**src/rtl/ncl_pkg.sv**
```systemverilog
// Shared constants for the NCL sum-word receiver: dual-rail rail indices and receiver FSM states.
package ncl_pkg;

   localparam int RAIL_F = 0;
   localparam int RAIL_T = 1;

   typedef enum logic {
      WAIT_DATA = 1'b0,
      WAIT_NULL = 1'b1
   } rx_state_e;

endpackage

```
**src/rtl/ncl_dr_sync.sv**
```systemverilog
// Multi-stage reset-to-0 synchronizer applied independently to every rail of a dual-rail vector.
module ncl_dr_sync #(
   parameter int N      = 64,
   parameter int STAGES = 2
) (
   input  logic         clk,
   input  logic         rst_n,
   input  logic [N-1:0] d,
   output logic [N-1:0] q
);

   logic [STAGES-1:0][N-1:0] sync_q;
   logic [STAGES-1:0][N-1:0] sync_d;

   always_comb begin
      sync_d[0] = d;
      for (int s = 1; s < STAGES; s++) begin
         sync_d[s] = sync_q[s-1];
      end
   end

   always_ff @(posedge clk or negedge rst_n) begin
      if (!rst_n) begin
         sync_q <= '0;
      end else begin
         sync_q <= sync_d;
      end
   end

   assign q = sync_q[STAGES-1];

endmodule

```
**src/rtl/ncl_word_sync_receiver.sv**
```systemverilog
// Clocked receiver for the NCL counter ring's dual-rail sum word: completion detection,
// four-phase ack (sumcomp), capture onto a valid/ready port and sticky error checking.
//
// state     | meaning
// WAIT_DATA | sumcomp=0, waiting for a complete DATA word and a free output slot
// WAIT_NULL | sumcomp=1, word taken, waiting for every rail to return low
module ncl_word_sync_receiver
   import ncl_pkg::*;
#(
   parameter int WIDTH       = 32,
   parameter int SYNC_STAGES = 2,
   parameter bit CHECK_INC   = 1'b1
) (
   input  logic               clk,
   input  logic               rst_n,
   input  logic [2*WIDTH-1:0] dr_sum,
   output logic               sumcomp,
   output logic [WIDTH-1:0]   out_data,
   output logic               out_valid,
   input  logic               out_ready,
   input  logic               err_clr,
   output logic               err_illegal,
   output logic               err_seq
);

   logic [2*WIDTH-1:0] rails_s;
   logic [WIDTH-1:0]   rail_t;
   logic [WIDTH-1:0]   rail_f;
   logic               data_cmpl;
   logic               null_cmpl;
   logic               illegal;
   logic               capture;
   logic               seq_bad;

   rx_state_e          state_q, state_d;
   logic               sumcomp_q, sumcomp_d;
   logic [WIDTH-1:0]   out_data_q, out_data_d;
   logic               out_valid_q, out_valid_d;
   logic               first_word_q, first_word_d;
   logic               err_illegal_q, err_illegal_d;
   logic               err_seq_q, err_seq_d;

   ncl_dr_sync #(
      .N      (2*WIDTH),
      .STAGES (SYNC_STAGES)
   ) u_sync (
      .clk   (clk),
      .rst_n (rst_n),
      .d     (dr_sum),
      .q     (rails_s)
   );

   always_comb begin
      rail_t = '0;
      rail_f = '0;
      for (int i = 0; i < WIDTH; i++) begin
         rail_t[i] = rails_s[2*i+RAIL_T];
         rail_f[i] = rails_s[2*i+RAIL_F];
      end
   end

   assign data_cmpl = &(rail_t ^ rail_f);
   assign null_cmpl = ~|rails_s;
   assign illegal   = |(rail_t & rail_f);

   // A full slot without out_ready withholds the ack, back-pressuring the ring.
   assign capture = (state_q == WAIT_DATA) && data_cmpl && (!out_valid_q || out_ready);

   // out_data_q always holds the last captured word, so it doubles as the previous value.
   assign seq_bad = CHECK_INC && capture && !first_word_q &&
                    (rail_t != (out_data_q + WIDTH'(1)));

   always_comb begin
      state_d   = state_q;
      sumcomp_d = sumcomp_q;
      case (state_q)
         WAIT_DATA: begin
            if (capture) begin
               state_d   = WAIT_NULL;
               sumcomp_d = 1'b1;
            end
         end
         WAIT_NULL: begin
            if (null_cmpl) begin
               state_d   = WAIT_DATA;
               sumcomp_d = 1'b0;
            end
         end
         default: begin
            state_d   = WAIT_DATA;
            sumcomp_d = 1'b0;
         end
      endcase
   end

   always_comb begin
      out_data_d    = out_data_q;
      out_valid_d   = out_valid_q;
      first_word_d  = first_word_q;
      if (capture) begin
         out_data_d   = rail_t;
         out_valid_d  = 1'b1;
         first_word_d = 1'b0;
      end else if (out_valid_q && out_ready) begin
         out_valid_d  = 1'b0;
      end
      err_illegal_d = illegal | (err_illegal_q & ~err_clr);
      err_seq_d     = seq_bad | (err_seq_q & ~err_clr);
   end

   always_ff @(posedge clk or negedge rst_n) begin
      if (!rst_n) begin
         state_q       <= WAIT_DATA;
         sumcomp_q     <= 1'b0;
         out_data_q    <= '0;
         out_valid_q   <= 1'b0;
         first_word_q  <= 1'b1;
         err_illegal_q <= 1'b0;
         err_seq_q     <= 1'b0;
      end else begin
         state_q       <= state_d;
         sumcomp_q     <= sumcomp_d;
         out_data_q    <= out_data_d;
         out_valid_q   <= out_valid_d;
         first_word_q  <= first_word_d;
         err_illegal_q <= err_illegal_d;
         err_seq_q     <= err_seq_d;
      end
   end

   assign sumcomp     = sumcomp_q;
   assign out_data    = out_data_q;
   assign out_valid   = out_valid_q;
   assign err_illegal = err_illegal_q;
   assign err_seq     = err_seq_q;

endmodule

```
**config.mk**
```make
export PLATFORM = sky130hd
export DESIGN_NAME = ncl_word_sync_receiver
export DESIGN_NICKNAME = d
export VERILOG_FILES = /design/src/rtl/ncl_pkg.sv /design/src/rtl/ncl_dr_sync.sv /design/src/rtl/ncl_word_sync_receiver.sv
export SDC_FILE = /design/constraint.sdc
export NUM_CORES = 1
export LEC_CHECK = 0
export ABC_AREA = 1
export CAP_MARGIN = 20
export CORE_MARGIN = 2
export CORE_UTILIZATION = 40
export CTS_CLUSTER_DIAMETER = 80
export CTS_CLUSTER_SIZE = 10
export DETAILED_ROUTE_END_ITERATION = 10
export HOLD_SLACK_MARGIN = 0.05
export RECOVER_POWER = 50
export SLEW_MARGIN = 20
export SYNTH_ARGS = -nofsm -noshare
export SYNTH_HDL_FRONTEND = slang
export SYNTH_SLANG_ARGS = --single-unit
```
**constraint.sdc**
```tcl
create_clock -name clk -period 2.1 [get_ports clk]
set_input_delay 0.21 -clock clk [delete_from_list [all_inputs] [get_ports clk]]
set_output_delay 0.21 -clock clk [all_outputs]
set_load 0.02 [all_outputs]
```
---- Word-level counts from Yosys, hierarchy flattened ----
Index checks and enable logic that the tools add are counted.
storage, ports and cells
  memories ................................ 0
  memory bits (writable) .................. 0
  register bits ........................... 166
  input bits .............................. 68
  bits in latches ......................... 0
  logic and storage cells ................. 42
  output and inout port bits .............. 36
  bits in read-only memories .............. 0
cells by class
  $mul .................................... 0
  reduce and logical (&&, ||, !) cells .... 13
  mux-type cells .......................... 8
  div/mod/pow operators ................... 0
  bitwise gates (word level) .............. 8
  $add $sub $neg .......................... 1
  eq/ne operators ......................... 3
  order comparisons ....................... 0
  shift-type cells ........................ 0
operator list
  cell                   number
  $reduce_or 64->1       1
  $add 32x1->32 const B  1
  $and 32x32->32         1
  $ne 32x32->1           1
  $reduce_and 32->1      1
  $reduce_or 32->1       1
  $xor 32x32->32         1
  $mux 1                 6
  $logic_and 1x1->1      5
  $ne 2x2->1 const B     2
  $pmux 1 s2             2
  $and 1x1->1            2
  $logic_not 1->1        2
  $not 1->1              2
  $or 1x1->1             2
  $reduce_and 2->1       1
  $reduce_bool 2->1      1
  $logic_or 1x1->1       1

---- Longest topological paths before layout ----
  depth after elaboration ................. 7
  gate-level depth with buffers ........... 15
  gate-level depth less buffers ........... 15

---- Modules after synthesis ----
A second synthesis with hierarchy kept.
second synthesis, totals
  cell total of the unflattened synthesis .. 716
  area, all modules ....................... 7211.9 um^2
by module, submodules not included
  module                  sequential area each (um^2)  instances  area an instance (um^2)  cells each
  ncl_word_sync_receiver  952.2                        1          4008.8                   588
  ncl_dr_sync             3203.1                       1          3203.1                   128

---- Worst setup path before layout ----
No wires, ideal clock.
  path kind ............................... register to register
  from .................................... register u_sync.sync_q, in the netlist u_sync.q[11]
  to ...................................... register out_data_q[5] (netlist: out_data[5])
  library setup time ...................... 0.130 ns
  slack ................................... 0.137 ns
  period minus slack after synthesis ...... 1.963 ns
  data required time ...................... 1.970 ns
  data arrival time ....................... 1.834 ns
  cell stages (with the launch flop) ...... 12
  path buffers ............................ 2
  cells stage by stage .................... dfrtp_1 > inv_1 > ha_1 > nand4_1 > nor4_1 > nand2_1 > nor2_1 > nand2_1 > buf_2 > clkbuf_1 > nand2_1 > o21ai_0
between the ends
  longest elaborated chain between the ends .. 4
ends and longest elaborated chain
  item                             line                           source
  from (decl)                      ncl_dr_sync.sv:12              logic [STAGES-1:0][N-1:0] sync_q;
  from (signal assigned)           ncl_dr_sync.sv:26              sync_q <= sync_d;
  $xor 32x32->32                   ncl_word_sync_receiver.sv:62   assign data_cmpl = &(rail_t ^ rail_f);
  $reduce_and 32->1                ncl_word_sync_receiver.sv:62
  $logic_and 1x1->1 (2 in series)  ncl_word_sync_receiver.sv:67   assign capture = (state_q == WAIT_DATA) && data_cmpl && (!out_valid_q || out_ready);
  to (signal assigned)             ncl_word_sync_receiver.sv:123  out_data_q <= out_data_d;
  to (decl)                        ncl_word_sync_receiver.sv:37   logic [WIDTH-1:0] out_data_q, out_data_d;
Parallel ways exist; a longest one is shown, timed or not.
A chain may end at the register's enable or synchronous reset.

---- Worst setup path after layout ----
  from .................................... register out_data_q[3] (netlist: out_data[3])
  to ...................................... register err_seq_q (netlist: err_seq)
between the ends
  longest elaborated chain between the ends .. 4
ends and longest elaborated chain
  item                  line                           source
  $add 32x1->32         ncl_word_sync_receiver.sv:71   (rail_t != (out_data_q + WIDTH'(1)));
  $ne 32x32->1          ncl_word_sync_receiver.sv:71
  $logic_and 1x1->1     ncl_word_sync_receiver.sv:70   assign seq_bad = CHECK_INC && capture && !first_word_q &&
  $or 1x1->1            ncl_word_sync_receiver.sv:108  err_seq_d = seq_bad | (err_seq_q & ~err_clr);
  net err_seq_d         ncl_word_sync_receiver.sv:41   logic err_seq_q, err_seq_d;
  to (signal assigned)  ncl_word_sync_receiver.sv:127  err_seq_q <= err_seq_d;
  to (decl)             ncl_word_sync_receiver.sv:41
The timed path passes the listed nets, and every way through them passes these cells.

==> flow_summary.json <==
{
  "slowest_delay_ns": 0.48,
  "setup_viol": 0,
  "die_area_um2": 19300,
  "maxCapViolCount": 1,
  "synth_top_cell_by_area": "dfrtp_1",
  "synth_nets": 872,
  "overflow": 0,
  "hold_path_class": "primary input to register",
  "h-tree-depth": 4,
  "power.leakage_uw": 0.00458,
  "hold-worst-slack_ns": 0.331,
  "crit_family": "simple AND/OR/NAND/NOR gates",
  "yosysSeqAreaShare": 0.571,
  "post-route-util": 0.537,
  "vias_per_cell": 4.60,
  "rsz0062_at_grt": "true",
  "vias": 5231,
  "maxSlewViolCount": 28,
  "syn_inst": 739,
  "worst_pin_slew_ns": 1.55,
  "vdd_ir_drop_max_mv": 0.509,
  "end_kind": "register",
  "synth_seq_cells": 166,
  "worstPathRequired_ns": 2.42,
  "powerDensity_nw_per_um2": 714,
  "clock_path_buffers": 2,
  "p_total_uw": 6860,
  "antenna_cells": 0,
  "yosys.area.top_type_share": 0.567,
  "wl_um": 17300,
  "syn_avg_cell_area_um2": 9.85,
  "wl_met1_um": 8180,
  "synthTopCellsByArea": "dfrtp_1 57%, ha_1 11%, nand2_1 10%, inv_1 5.4%, nor2_1 2.6%",
  "max_freq_mhz": 483,
  "drt_iter0_drc": 387,
  "core_um2": 17900,
  "area_growth_pct": 32.1,
  "ys_top_cells_by_count": "196 x nand2_1, 165 x dfrtp_1, 104 x inv_1, 65 x ha_1, 51 x nor2_1",
  "clk_latency_ns": 0.43,
  "initial_utilization": 0.407,
  "dp_hpwl_um": 13100,
  "wl_met3_um": 789,
  "ant_nets": 0,
  "root_buffer": "clkbuf_16",
  "dieWidth_um": 139,
  "violations": "capacitance limit, slew limit",
  "p_int_uw": 5260,
  "status": "complete, but fails checks",
  "synth_area_um2": 7280,
  "drc": 0,
  "cp_slowest_cell": "dfrtp_1",
  "period_share": 0.987,
  "path_buf_inv": 1,
  "place.gp.congestion": 0.857,
  "cts_tree": "built",
  "switching_share": 0.234,
  "crit_chain": "inv_1 > nor2_4 > nand2_1 > nor2_2 > nand4_1 > nand3_1 > nand2_1 > nor2_1 > nand3_1 > o21bai_1 > nand2_1",
  "finalClockSkew_ns": 0.00816,
  "portBuffers": 103,
  "worst_path_most_repeated_cell": "nand2_1",
  "drt_first_pass_iters": 4,
  "critPathArrivalTime_ns": 2.39,
  "rows": 49,
  "pwr-share-comb": 0.065,
  "slew-limit-headroom": -0.0356,
  "clock_power_share": 0.442,
  "tns_ns": 0,
  "clkSinkCount": 166,
  "fp.dieH_um": 139,
  "synth_edf_count": 0,
  "path_class": "register to register",
  "grt_pass1_wl_um": 28100,
  "route.met2.wl_um": 8040,
  "synthArstFlopShare": 1.00,
  "grt_pass1_vias": 5336,
  "top_layer_used": "met4",
  "wire_per_inst_um": 15.2,
  "numCtsBuffers": 17,
  "path_max_fanout": 6,
  "synth_ff_type": "dfrtp_1",
  "p_sw_uw": 1610,
  "antenna_found_initial": 0,
  "track_usage": 0.188,
  "seqPwrFrac": 0.493,
  "grt_max_degree": 76,
  "ios": 104,
  "clkTransAtPathRegs_ns": 0.07,
  "final_nets": 1028,
  "drive_gt1_frac": 0.119,
  "synth_cell_type_count": 24,
  "fin_crit_ns": 2.07,
  "yosys_warnings": 0,
  "fillers": 1598,
  "crit_path_start_kind": "register",
  "hold_violations": 0,
  "synth_most_common_cell": "nand2_1"
}
-- state kept, by name (all words and copies together) (netlist names) --
name	count
err_seq	1
err_illegal	1
first_word_q	1
u_sync.sync_d	64
out_data	32
state_q	1
u_sync.q	64
out_valid	1
sumcomp	1
-- layout by cell type, fill, tap and decap left out, drive strengths merged, types with 2 or more instances in the layout --
cell           instances
nand2                201
dfrtp                165
inv                  110
dlygate4sd3           65
ha                    65
nor2                  62
buf                   39
clkdlybuf4s50         38
o21ai                 35
nand3                 33
nand4                 22
clkbuf                22
xnor2                 12
xor2                  11
nor4                  11
clkinv                 5
o21bai                 4
nand3b                 2
-- kinds of logic (layout without fill, tap and decap cells) --
kind of cell | after synthesis | count (layout) | synth area share
and+or+nand+nor | 332 | 332 | 0.202
DFF | 166 | 166 | 0.571
buffers and inverters | 112 | 280 | 0.0579
adders and majority gates | 65 | 65 | 0.112
AOI/OAI and AO/OA | 41 | 41 | 0.0301
xor gates and xnor gates | 23 | 23 | 0.0277
-- final cells by class --
cell class	count	area [µm²]	share of cell area
Tap cell	229	287	0.0298
Timing Repair Buffer	144	1400	0.146
Sequential cell	166	4160	0.433
Multi-Input combinational cell	461	2800	0.291
Clock inverter	11	116	0.0121
Clock buffer	20	457	0.0475
Inverter	105	394	0.0410
-- path summary, 6_finish.rpt --
path | endpoint | slack (ns) | start | cells past startpoint
max | err_seq$_DFF_PN0_ | 0.03 | out_data[3]$_DFFE_PN0P_ | 11
min | u_sync.sync_d[86]$_DFF_PN0_ | 0.33 | dr_sum[22] | 1
max reg2reg | err_seq$_DFF_PN0_ | 0.03 | out_data[3]$_DFFE_PN0P_ | 11
min reg2reg | u_sync.q[39]$_DFF_PN0_ | 0.35 | u_sync.sync_d[103]$_DFF_PN0_ | 0
max in group asynchronous | u_sync.sync_d[102]$_DFF_PN0_ | 0.31 | rst_n | 3
min in group asynchronous | u_sync.sync_d[70]$_DFF_PN0_ | 0.70 | rst_n | 2
-- worst reg2reg max path, stage by stage (launching register included) --
cell and delay [ns]:
dfrtp_1 0.48, inv_1 0.13, nor2_4 0.19, nand2_1 0.13, nor2_2 0.23, nand4_1 0.14
nand3_1 0.09, nand2_1 0.06, nor2_1 0.12, nand3_1 0.13, o21bai_1 0.19, nand2_1 0.07
-- power groups by stage --
stage | Clock [µW] | Combinational [µW] | Sequential [µW]
after floorplan | 0 | 152 | 3430
after global placement | 0 | 462 | 3440
after detailed placement | 0 | 460 | 3450
after CTS | 3110 | 464 | 3390
after global routing | 3280 | 512 | 3400
final | 3030 | 446 | 3390
-- per-stage QoR --
step	worst slack (ns)	instances	cell area (µm²)
detailed placement	-0.0526	1094	8830
floorplan	0.137	739	7280
global route	-0.126	1136	9610
CTS	0.00000400	1127	9430
finish	0.0277	1136	9610
global placement	-0.0988	1094	8830
-- what timing repair did --
action                                  CTS  global route
hold buffers                              1             0
hold endpoints to repair                165             0
resized for setup                         2            28
pin swaps                                 2            16
cloned                                    0             1
buffers inserted                          1             8
endpoints found under the setup margin    1            33
-- metal layers --
| layer | up-vias | global-route usage |
|---|---|---|
| li1 | 2624 | - |
| met1 | 2463 | 0.271 |
| met2 | 124 | 0.290 |
| met3 | 20 | 0.0414 |
| met4 | 0 | 0.0510 |
| met5 | - | 0 |
Note: power is estimated with default switching activity, not from simulation.
